`config.mk`:
```
export PLATFORM = sky130hd
export DESIGN_NAME = optic_flow_code_ci_flat
export DESIGN_NICKNAME = d
export VERILOG_FILES = /design/src/rtl/optic_flow_pkg.sv /design/src/rtl/optic_flow_code_ci_if.sv /design/src/rtl/optic_flow_pixel_coder.sv /design/src/rtl/optic_flow_code_ci.sv /design/src/flat_wrapper.sv
export SDC_FILE = /design/constraint.sdc
export NUM_CORES = 1
export LEC_CHECK = 0
export BUFFER_PORTS_ARGS = -buffer_cell sky130_fd_sc_hd__buf_2
export CORE_MARGIN = 5
export CORE_UTILIZATION = 50
export CTS_BUF_LIST = sky130_fd_sc_hd__clkbuf_8
export DETAILED_ROUTE_END_ITERATION = 10
export HOLD_SLACK_MARGIN = 0.08
export PLACE_DENSITY_LB_ADDON = 0.3
export SETUP_SLACK_MARGIN = 0.02
export SLEW_MARGIN = 20
export SYNTH_ARGS = -nofsm -noshare
export SYNTH_HDL_FRONTEND = slang
export SYNTH_SLANG_ARGS = --single-unit
```
`constraint.sdc`:
```
create_clock -name clock -period 5.79 [get_ports clock]
set_input_delay 0.579 -clock clock [delete_from_list [all_inputs] [get_ports clock]]
set_output_delay 0.579 -clock clock [all_outputs]
set_load 0.03 [all_outputs]
```
`src/rtl/optic_flow_pkg.sv`:
```
// Shared types and constants for the optic-flow code custom instruction.
package optic_flow_pkg;

  typedef enum logic [1:0] {
    StIdle = 2'd0,
    StCalc = 2'd1,
    StDone = 2'd2
  } flow_state_e;

  localparam int unsigned FLOW_CODE_W       = 4;
  localparam int unsigned PIXELS_PER_WORD   = 4;
  localparam logic [7:0]  DEFAULT_THRESHOLD = 8'd16;
  localparam int unsigned MAG_SHIFT         = 5;

  // Width of the packed code field produced by one compute call.
  localparam int unsigned CODES_W = FLOW_CODE_W * PIXELS_PER_WORD;

endpackage

```
`src/rtl/optic_flow_code_ci_if.sv`:
```
// Custom-instruction handshake bundle: request operands in, completion pulse and result out.
interface optic_flow_code_ci_if;

  logic        start;
  logic [7:0]  ciN;
  logic [31:0] valueA;
  logic [31:0] valueB;
  logic        done;
  logic [31:0] result;

  // CPU side issues requests.
  modport master (
    output start, ciN, valueA, valueB,
    input  done, result
  );

  // Instruction unit side.
  modport slave (
    input  start, ciN, valueA, valueB,
    output done, result
  );

endinterface

```
`src/rtl/optic_flow_pixel_coder.sv`:
```
// Combinational 4-bit flow code for one pixel: {negative, magnitude class} or 0 below threshold.
module optic_flow_pixel_coder
  import optic_flow_pkg::*;
(
  input  logic [7:0]             cur,
  input  logic [7:0]             prev,
  input  logic [7:0]             threshold,
  output logic [FLOW_CODE_W-1:0] code
);

  logic [8:0] diff;
  logic       neg;
  logic [8:0] mag_wide;
  logic [7:0] mag;
  logic [7:0] mag_shifted;
  logic [2:0] mag_class;

  // Signed difference, absolute value with saturation, and magnitude class.
  always_comb begin
    diff        = {1'b0, cur} - {1'b0, prev};
    neg         = diff[8];
    mag_wide    = neg ? (9'd0 - diff) : diff;
    // |-256| cannot occur with 8-bit pixels, but keep the clamp explicit.
    mag         = mag_wide[8] ? 8'hff : mag_wide[7:0];
    mag_shifted = mag >> MAG_SHIFT;
    mag_class   = (mag_shifted > 8'd7) ? 3'd7 : mag_shifted[2:0];
    if (mag < threshold) begin
      code = '0;
    end else begin
      code = {neg, mag_class};
    end
  end

endmodule

```
`src/rtl/optic_flow_code_ci.sv`:
```
// Multi-cycle custom instruction: four pixel flow codes per call, packed with the previous call's
// codes into one 32-bit word for the colour mapper.
module optic_flow_code_ci
  import optic_flow_pkg::*;
#(
  parameter logic [7:0] customInstructionId = 8'd29,
  parameter logic [7:0] configInstructionId = 8'd31
) (
  input  logic                 clock,
  input  logic                 nReset,
  optic_flow_code_ci_if.slave  bus
);

  flow_state_e  state_q, state_d;
  logic [1:0]   idx_q;
  logic [31:0]  cur_q;
  logic [31:0]  prev_q;
  logic [7:0]   threshold_q;
  logic [CODES_W-1:0] history_q;
  logic [CODES_W-1:0] new_codes_q;
  logic         is_config_q;
  logic         done_q;
  logic [31:0]  result_q;

  logic         accept_calc;
  logic         accept_config;
  logic [7:0]   cur_pix;
  logic [7:0]   prev_pix;
  logic [FLOW_CODE_W-1:0] pix_code;

  // Select the pixel pair for the current index.
  always_comb begin
    cur_pix  = cur_q[{idx_q, 3'b000} +: 8];
    prev_pix = prev_q[{idx_q, 3'b000} +: 8];
  end

  optic_flow_pixel_coder u_pixel_coder (
    .cur       (cur_pix),
    .prev      (prev_pix),
    .threshold (threshold_q),
    .code      (pix_code)
  );

  // Next-state logic; requests are only accepted while idle.
  always_comb begin
    state_d       = state_q;
    accept_calc   = 1'b0;
    accept_config = 1'b0;
    unique case (state_q)
      StIdle: begin
        if (bus.start && (bus.ciN == customInstructionId)) begin
          accept_calc = 1'b1;
          state_d     = StCalc;
        end else if (bus.start && (bus.ciN == configInstructionId)) begin
          accept_config = 1'b1;
          state_d       = StDone;
        end
      end
      StCalc: begin
        if (idx_q == 2'd3) begin
          state_d = StDone;
        end
      end
      StDone: begin
        state_d = StIdle;
      end
      default: begin
        state_d = StIdle;
      end
    endcase
  end

  // State register.
  always_ff @(posedge clock or negedge nReset) begin
    if (!nReset) begin
      state_q <= StIdle;
    end else begin
      state_q <= state_d;
    end
  end

  // Operand latches, configuration, per-pixel code accumulation and registered outputs.
  always_ff @(posedge clock or negedge nReset) begin
    if (!nReset) begin
      idx_q       <= 2'd0;
      cur_q       <= '0;
      prev_q      <= '0;
      threshold_q <= DEFAULT_THRESHOLD;
      history_q   <= '0;
      new_codes_q <= '0;
      is_config_q <= 1'b0;
      done_q      <= 1'b0;
      result_q    <= '0;
    end else begin
      if (accept_calc) begin
        cur_q       <= bus.valueA;
        prev_q      <= bus.valueB;
        idx_q       <= 2'd0;
        is_config_q <= 1'b0;
      end
      if (accept_config) begin
        threshold_q <= bus.valueA[7:0];
        history_q   <= '0;
        is_config_q <= 1'b1;
      end
      if (state_q == StCalc) begin
        new_codes_q[{idx_q, 2'b00} +: FLOW_CODE_W] <= pix_code;
        idx_q <= idx_q + 2'd1;
      end
      done_q <= (state_q == StDone);
      // Result is forced to zero outside the done cycle.
      if ((state_q == StDone) && !is_config_q) begin
        result_q  <= {new_codes_q, history_q};
        history_q <= new_codes_q;
      end else begin
        result_q <= '0;
      end
    end
  end

  assign bus.done   = done_q;
  assign bus.result = result_q;

endmodule

```
`src/flat_wrapper.sv`:
```
// flat-port wrapper written by rule: the top's interface ports become plain ports
module optic_flow_code_ci_flat import optic_flow_pkg::*;
#(
  parameter logic [7:0] customInstructionId = 8'd29,
  parameter logic [7:0] configInstructionId = 8'd31
)
  (clock, nReset, bus_start, bus_ciN, bus_valueA, bus_valueB, bus_done, bus_result);
  optic_flow_code_ci_if bus_i ();
  input  logic clock;
  input  logic nReset;
  input wire logic [$bits(bus_i.start)-1:0] bus_start;
  input wire logic [$bits(bus_i.ciN)-1:0] bus_ciN;
  input wire logic [$bits(bus_i.valueA)-1:0] bus_valueA;
  input wire logic [$bits(bus_i.valueB)-1:0] bus_valueB;
  output wire logic [$bits(bus_i.done)-1:0] bus_done;
  output wire logic [$bits(bus_i.result)-1:0] bus_result;
  assign bus_i.start = bus_start;
  assign bus_i.ciN = bus_ciN;
  assign bus_i.valueA = bus_valueA;
  assign bus_i.valueB = bus_valueB;
  assign bus_done = bus_i.done;
  assign bus_result = bus_i.result;
  optic_flow_code_ci #(.customInstructionId(customInstructionId), .configInstructionId(configInstructionId)) u_core (.clock(clock), .nReset(nReset), .bus(bus_i));
endmodule
```
==> impl_metrics.yaml, run 1 <==
global_route:
  grt_pass1_wl_um: 21310
  grt_usage: 0.1835
  antenna_found_initial: 1
  grt_overflow: 0
  grt_pass1_vias: 4445
  grt_max_degree: 82
clocking:
  clockBufferDepth: 2
  cts_tree: "done"
  clockRootBuffer: "clkbuf_8"
  htreeDepth: 4
  cts-buffers-inserted: 17
  clock_latency_ns: 0.45
  clkSinkCount: 142
  clk_pin_slew_ns: 0.08
  cts_setup_buffers: 0
cells_and_area:
  layout.cells.non_filler: 795
  drive_above_1_share: 0.4061
  nets: 707
  area_growth_pct: 17.67
  utilization: 0.5982
  antennaDiodeCount: 0
yosys:
  synth_compound_area_frac: 0.08133
  synth_top_family_by_area: "multiplexers"
  avgSynthCellArea_um2: 12.93
  synth_flop_cell: "dfrtp_1"
  ys_types: 56
  synthMostInstantiatedCell: "dfrtp_1"
  yosys.area_share.simple: 0.09772
  synth-edff-count: 0
  synth-xor-area-share: 0.006827
  synth_adder_area_share: 0.04408
  yosys-top-cells-area: "dfrtp_1 55%, mux2_2 13%, mux4_2 5.6%"
  synth_largest_area_cell: "dfrtp_1"
  async_flop_share: 1.000
  synth_top_area_frac: 0.5500
  yosysWarnings: 0
  ys_seq_elements: 142
  synthTopCellsByCount: "141 x dfrtp_1, 73 x mux2_2, 34 x nand2_1, 33 x and3_1, 28 x inv_1"
  synth_seq_area_share: 0.5541
  synth_area_um2: 6415
  syn_inst: 496
  synth_nets: 593
  synthMuxAreaShare: 0.1874
detailed_routing:
  via_per_inst: 5.294
  route.vias.total: 4209
  ant_nets: 0
  first_pass_iters: 4
  totalWireLength_um: 12780
  drc: 0
  drtIter0Drc: 227
  routedWlPerCell_um: 16.07
sta:
  rsz0062_at_grt: "false"
  period_share: 0.9316
  hold_viol_final: 0
  fin_hold_ws_ns: 0.1045
  fin_tns_setup_ns: 0
  fmax_mhz: 185.4
  worst_pin_slew_ns: 0.9433
  fin_crit_ns: 5.394
  finClkSkew_ns: 0.01121
  setup_viol: 0
  relSlewSlack: 0.3711
  finalMaxSlewViolations: 0
floorplan:
  coreArea_um2: 12620
  die_h_um: 123.3
  start_util: 0.5083
  die_area_um2: 15200
  die_x_um: 123.3
  core.rowCount: 41
  pin_count: 108
placed_design:
  portBuffers: 107
  gp_congestion: 0.9468
  post-dp-hpwl_um: 9560
  dp.cells: 763
worst_setup_path:
  cp-end-kind: "flop"
  cp.arrival_ns: 5.77
  worstPathCellList: "buf_4, mux4_2, ha_1, and3b_2, or3_4, and2_2, or3_1, o41ai_1, o2bb2ai_1, inv_1, ha_1, nand2_1, nor2_1, a211o_1, o2111ai_1, o41ai_4, nand4_1, o21ai_1"
  cpLargestDelayFamily: "simple AND/OR/NAND/NOR gates"
  path_buf_inv: 2
  crit_type: "flop to flop"
  cp_max_fo: 10
  slowest_stage: "mux4_2"
  cpMostUsedCell: "ha_1"
  r2r_slack_ns: 0.40
  max_stage_delay_ns: 0.53
  cp-start-kind: "flop"
  critPathRequiredTime_ns: 6.16
pwr:
  peakVddDrop_uv: 285.6
  fin_total_pwr_mw: 3.093
  pwr-share-clk: 0.243
  internal_power_mw: 1.921
  netSwitchingPower_mw: 1.172
  p_leak_nw: 4.097
  pwr-share-seq: 0.351
  power_frac_comb: 0.407
  switching_share: 0.3790
  cellPowerDensity_nw_per_um2: 409.7
status:
  status: "finished, final reports clean"
worst_hold_path:
  hold_path.class: "primary input to async pin"
run:
  drv_cap: 0
[layout by cell type (no fill, tap or decap), types with 8 or more instances in the layout]
cell and count:
dfrtp_1 140, buf_2 106, mux2_2 73, nand2_1 34, and3_1 33, inv_1 28, ha_1 21, a21o_1 19
clkbuf_8 18, mux4_2 16, nor2_1 15, o21ai_1 12, o21ai_0 11, nand3_1 8, buf_4 8
[cells by family after synthesis]
family          after synthesis
simple gates                118
compound gates               70
buf+inv                      48
mux                          91
fa+ha+maj                    22
flops                       142
xor+xnor                      5
[layout make-up]
class / count / area [um^2]
inverters: 28 / 105.1
multi-input cells: 306 / 2691
well taps: 172 / 215.2
repair buffers: 115 / 601.8
fillers: 1083 / 5071
flip-flops and latches: 142 / 3556
clock buffers: 18 / 247.7
clock inverters: 14 / 131.4
[metrics by stage]
step / instance area, um^2 / worst slack, ns
global route: 7548 / 0.03114
finish: 7548 / 0.3962
CTS: 7538 / 0.2342
floorplan: 6415 / 0.7342
detailed placement: 7159 / 0.2455
global placement: 7159 / 0.4597
[flip-flops by register name, indices dropped and copies added, names as in the netlist]
name and flops:
u_core.bus.done 1, u_core.bus.result 32, u_core.cur_q 32, u_core.history_q 16, u_core.idx_q 2, u_core.is_config_q 1, u_core.new_codes_q 16, u_core.prev_q 32
u_core.state_q 2, u_core.threshold_q 8
[metal layers]
metal  vias to the layer above  GRT usage  wire [um]
met3                        33    0.05444        698
met5                         -          0         18
met1                      2053     0.2173       5388
met2                       119     0.3011       6196
met4                         2    0.09896        476
li1                       2002          -          -
[worst paths after layout]
path                       cells after the start                 from               endpoint
max                                           18      u_core.idx_q[0]  u_core.new_codes_q[0]
min                                            1               nReset  u_core.threshold_q[2]
max reg2reg                                   18      u_core.idx_q[0]  u_core.new_codes_q[0]
min reg2reg                                    1  u_core.history_q[8]    u_core.history_q[8]
max in group asynchronous                      2               nReset  u_core.new_codes_q[8]
min in group clock                             2       bus_valueB[17]      u_core.prev_q[17]
[timing repair]
| item | CTS | global route |
|---|---|---|
| endpoints found under the setup margin | 0 | 16 |
| gates resized for setup | 0 | 2 |
| hold buffers | 0 | 0 |
[worst register-to-register path, cell delays in order, from the launching register on]
cell and delay [ns]:
dfrtp_2 0.51, buf_4 0.28, mux4_2 0.53, ha_1 0.39, and3b_2 0.27, or3_4 0.39
and2_2 0.22, or3_1 0.40, o41ai_1 0.25, o2bb2ai_1 0.30, inv_1 0.09, ha_1 0.33
nand2_1 0.07, nor2_1 0.10, a211o_1 0.12, o2111ai_1 0.16, o41ai_4 0.47, nand4_1 0.25
o21ai_1 0.20
[power by group through the flow]
| stage | Clock (mW) | Combinational [mW] | Sequential (mW) |
|---|---|---|---|
| 2_1_floorplan | 0 | 0.955 | 1.07 |
| 3_3_place_gp | 0 | 1.21 | 1.10 |
| 3_5_place_dp | 0 | 1.25 | 1.10 |
| 4_1_cts | 0.773 | 1.25 | 1.08 |
| 5_1_grt | 0.823 | 1.41 | 1.09 |
| 6_report | 0.751 | 1.26 | 1.08 |
Power figures use the tool's default switching activity.
==> inputs of run 2 (changes only) <==
--- a/config.mk
+++ b/config.mk
@@ -5,9 +5,10 @@
 export SDC_FILE = /design/constraint.sdc
 export NUM_CORES = 1
 export LEC_CHECK = 0
+export ABC_AREA = 1
 export BUFFER_PORTS_ARGS = -buffer_cell sky130_fd_sc_hd__buf_2
 export CORE_MARGIN = 5
-export CORE_UTILIZATION = 50
+export CORE_UTILIZATION = 59
 export CTS_BUF_LIST = sky130_fd_sc_hd__clkbuf_8
 export DETAILED_ROUTE_END_ITERATION = 10
 export HOLD_SLACK_MARGIN = 0.08
==> impl_metrics.yaml, run 2 <==
status:
  status: "finished, final reports clean"
clocking:
  clock_latency_ns: 0.44
  clockBufferDepth: 2
  clkSinkCount: 142
  cts_hold_buf: 0
  post_cts_resized: 0
  cts_tree: "done"
  cts_setup_buffers: 0
  clk_pin_slew_ns: 0.08
  clockRootBuffer: "clkbuf_8"
  htreeDepth: 4
  cts-buffers-inserted: 17
worst_setup_path:
  reg2regPathDepth: 20
  r2r_slack_ns: 0.63
  cp_max_fo: 27
  cp-end-kind: "flop"
  crit_type: "flop to flop"
  cp-start-kind: "flop"
  reg2reg_to: "u_core.new_codes_q[7]"
  reg2reg_from: "u_core.idx_q[1]"
  critPathRequiredTime_ns: 6.11
  cp.arrival_ns: 5.48
pwr:
  cellPowerDensity_nw_per_um2: 582.2
  peakVddDrop_uv: 512.7
  p_leak_nw: 4.325
floorplan:
  core.rowCount: 38
  die_h_um: 116.3
  pin_count: 108
  die_area_um2: 13520
  die_x_um: 116.3
  start_util: 0.6093
  coreArea_um2: 10940
yosys:
  synthTopCellsByCount: "274 x nand2_1, 141 x dfrtp_1, 85 x inv_1, 63 x nor2_1, 38 x o21ai_0"
  syn_inst: 786
  synth_flop_cell: "dfrtp_1"
  yosys.area_share.simple: 0.2488
  avgSynthCellArea_um2: 8.477
  yosys-top-cells-area: "dfrtp_1 53%, nand2_1 15%, inv_1 4.8%"
  ys_seq_elements: 142
  synth_nets: 883
  synth_top_area_frac: 0.5296
  yosysWarnings: 0
  async_flop_share: 1.000
  synth_area_um2: 6663
  synth_top_family_by_area: "simple AND/OR/NAND/NOR gates"
  synthMostInstantiatedCell: "nand2_1"
  ys_types: 39
  synth_adder_area_share: 0.04244
  synth_seq_area_share: 0.5335
  synth_largest_area_cell: "dfrtp_1"
  synth_compound_area_frac: 0.1001
  synth-edff-count: 0
  synth-xor-area-share: 0
  synthMuxAreaShare: 0
detailed_routing:
  route.vias.total: 5544
  drtIter0Drc: 447
  drc: 0
  first_pass_iters: 7
  routedWlPerCell_um: 14.74
  totalWireLength_um: 15280
  via_per_inst: 5.346
  ant_nets: 0
run:
  drv_cap: 0
global_route:
  grt_usage: 0.2441
  grt_overflow: 0
  antenna_found_initial: 0
  grt_max_degree: 78
  grt_pass1_vias: 5533
  grt_pass1_wl_um: 26050
placed_design:
  portBuffers: 107
  placedInstanceArea_um2: 7279
  gp_congestion: 0.9222
  pre_cts_ws_ns: 0.8661
  post-dp-hpwl_um: 10880
  dp.cells: 1006
cells_and_area:
  area_growth_pct: 16.45
  layout_common_cells: "274 x nand2_1, 141 x dfrtp_1, 106 x buf_2"
  utilization: 0.7095
  layout.cells.non_filler: 1037
  nets: 982
  antennaDiodeCount: 0
  design_area_um2: 7759
  drive_above_1_share: 0.1962
  final_common_cell: "nand2_1"
sta:
  fin_crit_ns: 5.159
  finClkSkew_ns: 0.01319
  period_share: 0.8911
  hold_viol_final: 0
  worst_pin_slew_ns: 0.9333
  setup_viol: 0
  fin_tns_setup_ns: 0
  relSlewSlack: 0.3778
  finalMaxSlewViolations: 0
  fin_ws_ns: 0.6308
  rsz0062_at_grt: "false"
  fmax_mhz: 193.8
worst_hold_path:
  hold_path.class: "primary input to async pin"
[run 2: cell count changes after synthesis, sizes merged, moves of 9 or more]
cell / previous run / this run
nand2: 34 / 288
mux2: 73 / 0
inv: 28 / 88
nor2: 15 / 65
and3: 34 / 0
o22ai: 0 / 29
a21o: 21 / 1
mux4: 16 / 0
o21ai: 24 / 40
a21oi: 5 / 17
o21bai: 0 / 9
[run 2: logic make-up after synthesis]
kind of cell | Yosys count
fa+ha+maj | 22
simple gates | 390
compound gates | 107
buf+inv | 125
flops | 142
[run 2: power by group]
part	leakage, nW	total (mW)	internal (mW)	switching (mW)
registers	1.90	1.15	1.10	0.0500
clock network	0.244	0.943	0.575	0.368
logic	2.18	2.43	0.845	1.58
[run 2: metal layers]
metal | track usage | routed length [um]
met5 | 0 | 0
met4 | 0.1044 | 499
met3 | 0.05337 | 941
met2 | 0.4058 | 7491
met1 | 0.3097 | 6350
[run 2: layout make-up]
type / instances / area [um^2]
Multi-Input combinational cell: 519 / 2618
Clock buffer: 19 / 261.5
Timing Repair Buffer: 113 / 586.8
Clock inverter: 12 / 217.7
Sequential cell: 142 / 3555
Fill cell: 875 / 3177
Inverter: 92 / 345.3
Tap cell: 140 / 175.2
[run 2: how the worst max path moves through the flow]
stage	endpoint	slack (ns)	start
finish	u_core.new_codes_q[7]	0.63	u_core.idx_q[1]
CTS	u_core.new_codes_q[7]	0.72	u_core.idx_q[1]
detailed placement	u_core.new_codes_q[7]	0.87	u_core.idx_q[1]
global route	u_core.new_codes_q[4]	0.17	u_core.idx_q[1]
floorplan	u_core.new_codes_q[5]	1.66	u_core.idx_q[0]
global placement	u_core.new_codes_q[7]	1.08	u_core.idx_q[1]
[run 2: through the flow]
step	hold slack, ns	power (mW)
CTS	0.1190	4.507
floorplan	0.2834	3.092
finish	0.1157	4.517
detailed placement	0.4575	3.491
global route	0.1374	4.865
global placement	0.4367	3.364
[run 2: worst max-delay path: stages, from the launching register on]
cell and delay (ns):
dfrtp_1 0.51, clkinv_1 0.61, a21oi_1 0.33, a32o_1 0.20, ha_1 0.15, inv_1 0.05, fa_1 0.44, nand2_2 0.14
nand2_4 0.07, a21oi_2 0.48, clkinv_1 0.25, nor2_1 0.26, o21ai_2 0.08, a21o_4 0.21, ha_1 0.31, a21oi_1 0.20
nor2_1 0.07, a211oi_1 0.23, nand2_2 0.22, nand4_1 0.16, o21bai_1 0.08
==> inputs of run 3 (changes only) <==
--- a/config.mk
+++ b/config.mk
@@ -13,6 +13,7 @@
 export DETAILED_ROUTE_END_ITERATION = 10
 export HOLD_SLACK_MARGIN = 0.08
 export PLACE_DENSITY_LB_ADDON = 0.3
+export RECOVER_POWER = 25
 export SETUP_SLACK_MARGIN = 0.02
 export SLEW_MARGIN = 20
 export SYNTH_ARGS = -nofsm -noshare
==> impl_metrics.yaml, run 3 (same netlist as run 2, synthesis figures left out) <==
global_route:
  top_usage_layer: "met2"
  grt_usage: 0.2441
  use_met2: 0.4058
  grt_pass1_vias: 5533
  grt_max_degree: 78
  grt_pass1_wl_um: 26050
  use_met1: 0.3097
  met3_usage: 0.05337
  antenna_found_initial: 0
  grt_overflow: 0
floorplan:
  coreArea_um2: 10940
  core.rowCount: 38
  pin_count: 108
  die_h_um: 116.3
  die_x_um: 116.3
  die_area_um2: 13520
  start_util: 0.6093
worst_setup_path:
  cp_max_fo: 27
  cp.arrival_ns: 5.47
  cp-end-kind: "flop"
  cp-start-kind: "flop"
  reg2reg_from: "u_core.idx_q[1]"
  crit_type: "flop to flop"
  critPathRequiredTime_ns: 6.11
  reg2regPathDepth: 20
  reg2reg_to: "u_core.new_codes_q[7]"
  r2r_slack_ns: 0.64
cells_and_area:
  final_common_cell: "nand2_1"
  nets: 982
  fillers: 877
  antennaDiodeCount: 0
  multi_input_area_um2: 2618
  layout_common_cells: "274 x nand2_1, 141 x dfrtp_1, 106 x buf_2"
  area_growth_pct: 16.28
  drive_above_1_share: 0.1940
  seq_area_um2: 3555
status:
  status: "finished, violations left"
  violations: "capacitance limit, slew limit"
pwr:
  fin_total_pwr_mw: 4.515
  pwr-share-seq: 0.254
  cellPowerDensity_nw_per_um2: 582.7
  power_frac_comb: 0.537
  netSwitchingPower_mw: 1.998
  peakVddDrop_uv: 511.8
  internal_power_mw: 2.517
  p_leak_nw: 4.317
  pwr-share-clk: 0.209
  switching_share: 0.4425
sta:
  period_share: 0.8897
  fin_tns_setup_ns: 0
  finalMaxSlewViolations: 117
  finClkSkew_ns: 0.01315
  fmax_mhz: 194.1
  hold_viol_final: 0
  relSlewSlack: -1.230
  fin_crit_ns: 5.151
  rsz0062_at_grt: "false"
  setup_viol: 0
  worst_pin_slew_ns: 3.345
placed_design:
  post-dp-hpwl_um: 10880
  gp_congestion: 0.9222
  portBuffers: 107
clocking:
  cts-buffers-inserted: 17
  post_cts_resized: 0
  clockBufferDepth: 2
  cts_hold_buf: 0
  cts_setup_buffers: 0
  htreeDepth: 4
  clkSinkCount: 142
  cts_tree: "done"
  clk_pin_slew_ns: 0.08
  clockRootBuffer: "clkbuf_8"
  clock_latency_ns: 0.44
detailed_routing:
  first_pass_iters: 7
  via_per_inst: 5.366
  route.vias.total: 5565
  routedWlPerCell_um: 14.73
  drc: 0
  drtIter0Drc: 440
  totalWireLength_um: 15280
  ant_nets: 0
worst_hold_path:
  holdPathEnd: "u_core.cur_q[9]"
  worstHoldStart: "bus_valueA[9]"
  hold_path.class: "primary input to flop"
  holdPathStages: 3
run:
  drv_cap: 2
==> run 3: cell types whose count changed in the layout (fill, tap and decap cells not counted), sizes merged <==
cell,previous run,this run
buf,113,111
clkbuf,19,21
==> run 3: worst max-delay path, stage by stage, from the launching register on <==
cell and delay (ns):
dfrtp_1 0.51, clkinv_1 0.61, a21oi_1 0.33, a32o_1 0.20, ha_1 0.15, inv_1 0.05
fa_1 0.44, nand2_2 0.14, nand2_4 0.07, a21oi_2 0.47, clkinv_1 0.25, nor2_1 0.26
o21ai_2 0.08, a21o_4 0.21, ha_1 0.31, a21oi_1 0.20, nor2_1 0.07, a211oi_1 0.23
nand2_2 0.22, nand4_1 0.16, o21bai_1 0.08
==> run 3: layer usage <==
layer	vias to the layer above	share of wire
met5	-	0
met4	0	0.034
met3	53	0.059
met2	202	0.49
met1	2628	0.42
li1	2682	-
==> run 3: per-stage QoR <==
step	hold WS [ns]	area, um^2	instances	setup slack [ns]	utilization
6_report	0.3254	7747	1037	0.6387	0.7085
5_1_grt	0.3005	7747	1037	0.1724	0.7085
4_1_cts	0.1190	7759	1037	0.7194	0.7095
3_5_place_dp	0.4575	7279	1006	0.8661	0.6657
3_3_place_gp	0.4367	7279	1006	1.075	0.6657
2_1_floorplan	0.2834	6663	786	1.658	-
==> run 3: power groups by stage <==
stage          logic, mW  registers, mW  clock network (mW)
2_1_floorplan       1.93           1.16                   0
3_3_place_gp        2.21           1.16                   0
3_5_place_dp        2.33           1.16                   0
4_1_cts             2.41           1.15               0.953
5_1_grt             2.71           1.16                1.00
6_report            2.42           1.15               0.943
==> run 3: how the worst max path moves through the flow <==
| stage | startpoint | cells after the start | end | slack, ns |
|---|---|---|---|---|
| after floorplan | u_core.idx_q[0] | 27 | u_core.new_codes_q[5] | 1.66 |
| after global placement | u_core.idx_q[1] | 20 | u_core.new_codes_q[7] | 1.08 |
| after detailed placement | u_core.idx_q[1] | 20 | u_core.new_codes_q[7] | 0.87 |
| after CTS | u_core.idx_q[1] | 20 | u_core.new_codes_q[7] | 0.72 |
| after global routing | u_core.idx_q[1] | 20 | u_core.new_codes_q[4] | 0.17 |
| final | u_core.idx_q[1] | 20 | u_core.new_codes_q[7] | 0.64 |
==> run 3: cell type report <==
class | count | area share
sequential | 142 | 0.4588
multi-input combinational | 519 | 0.3379
timing repair buffer | 113 | 0.07429
inverter | 92 | 0.04457
clock buffer | 19 | 0.03375
clock inverter | 12 | 0.02810
tap | 140 | 0.02261
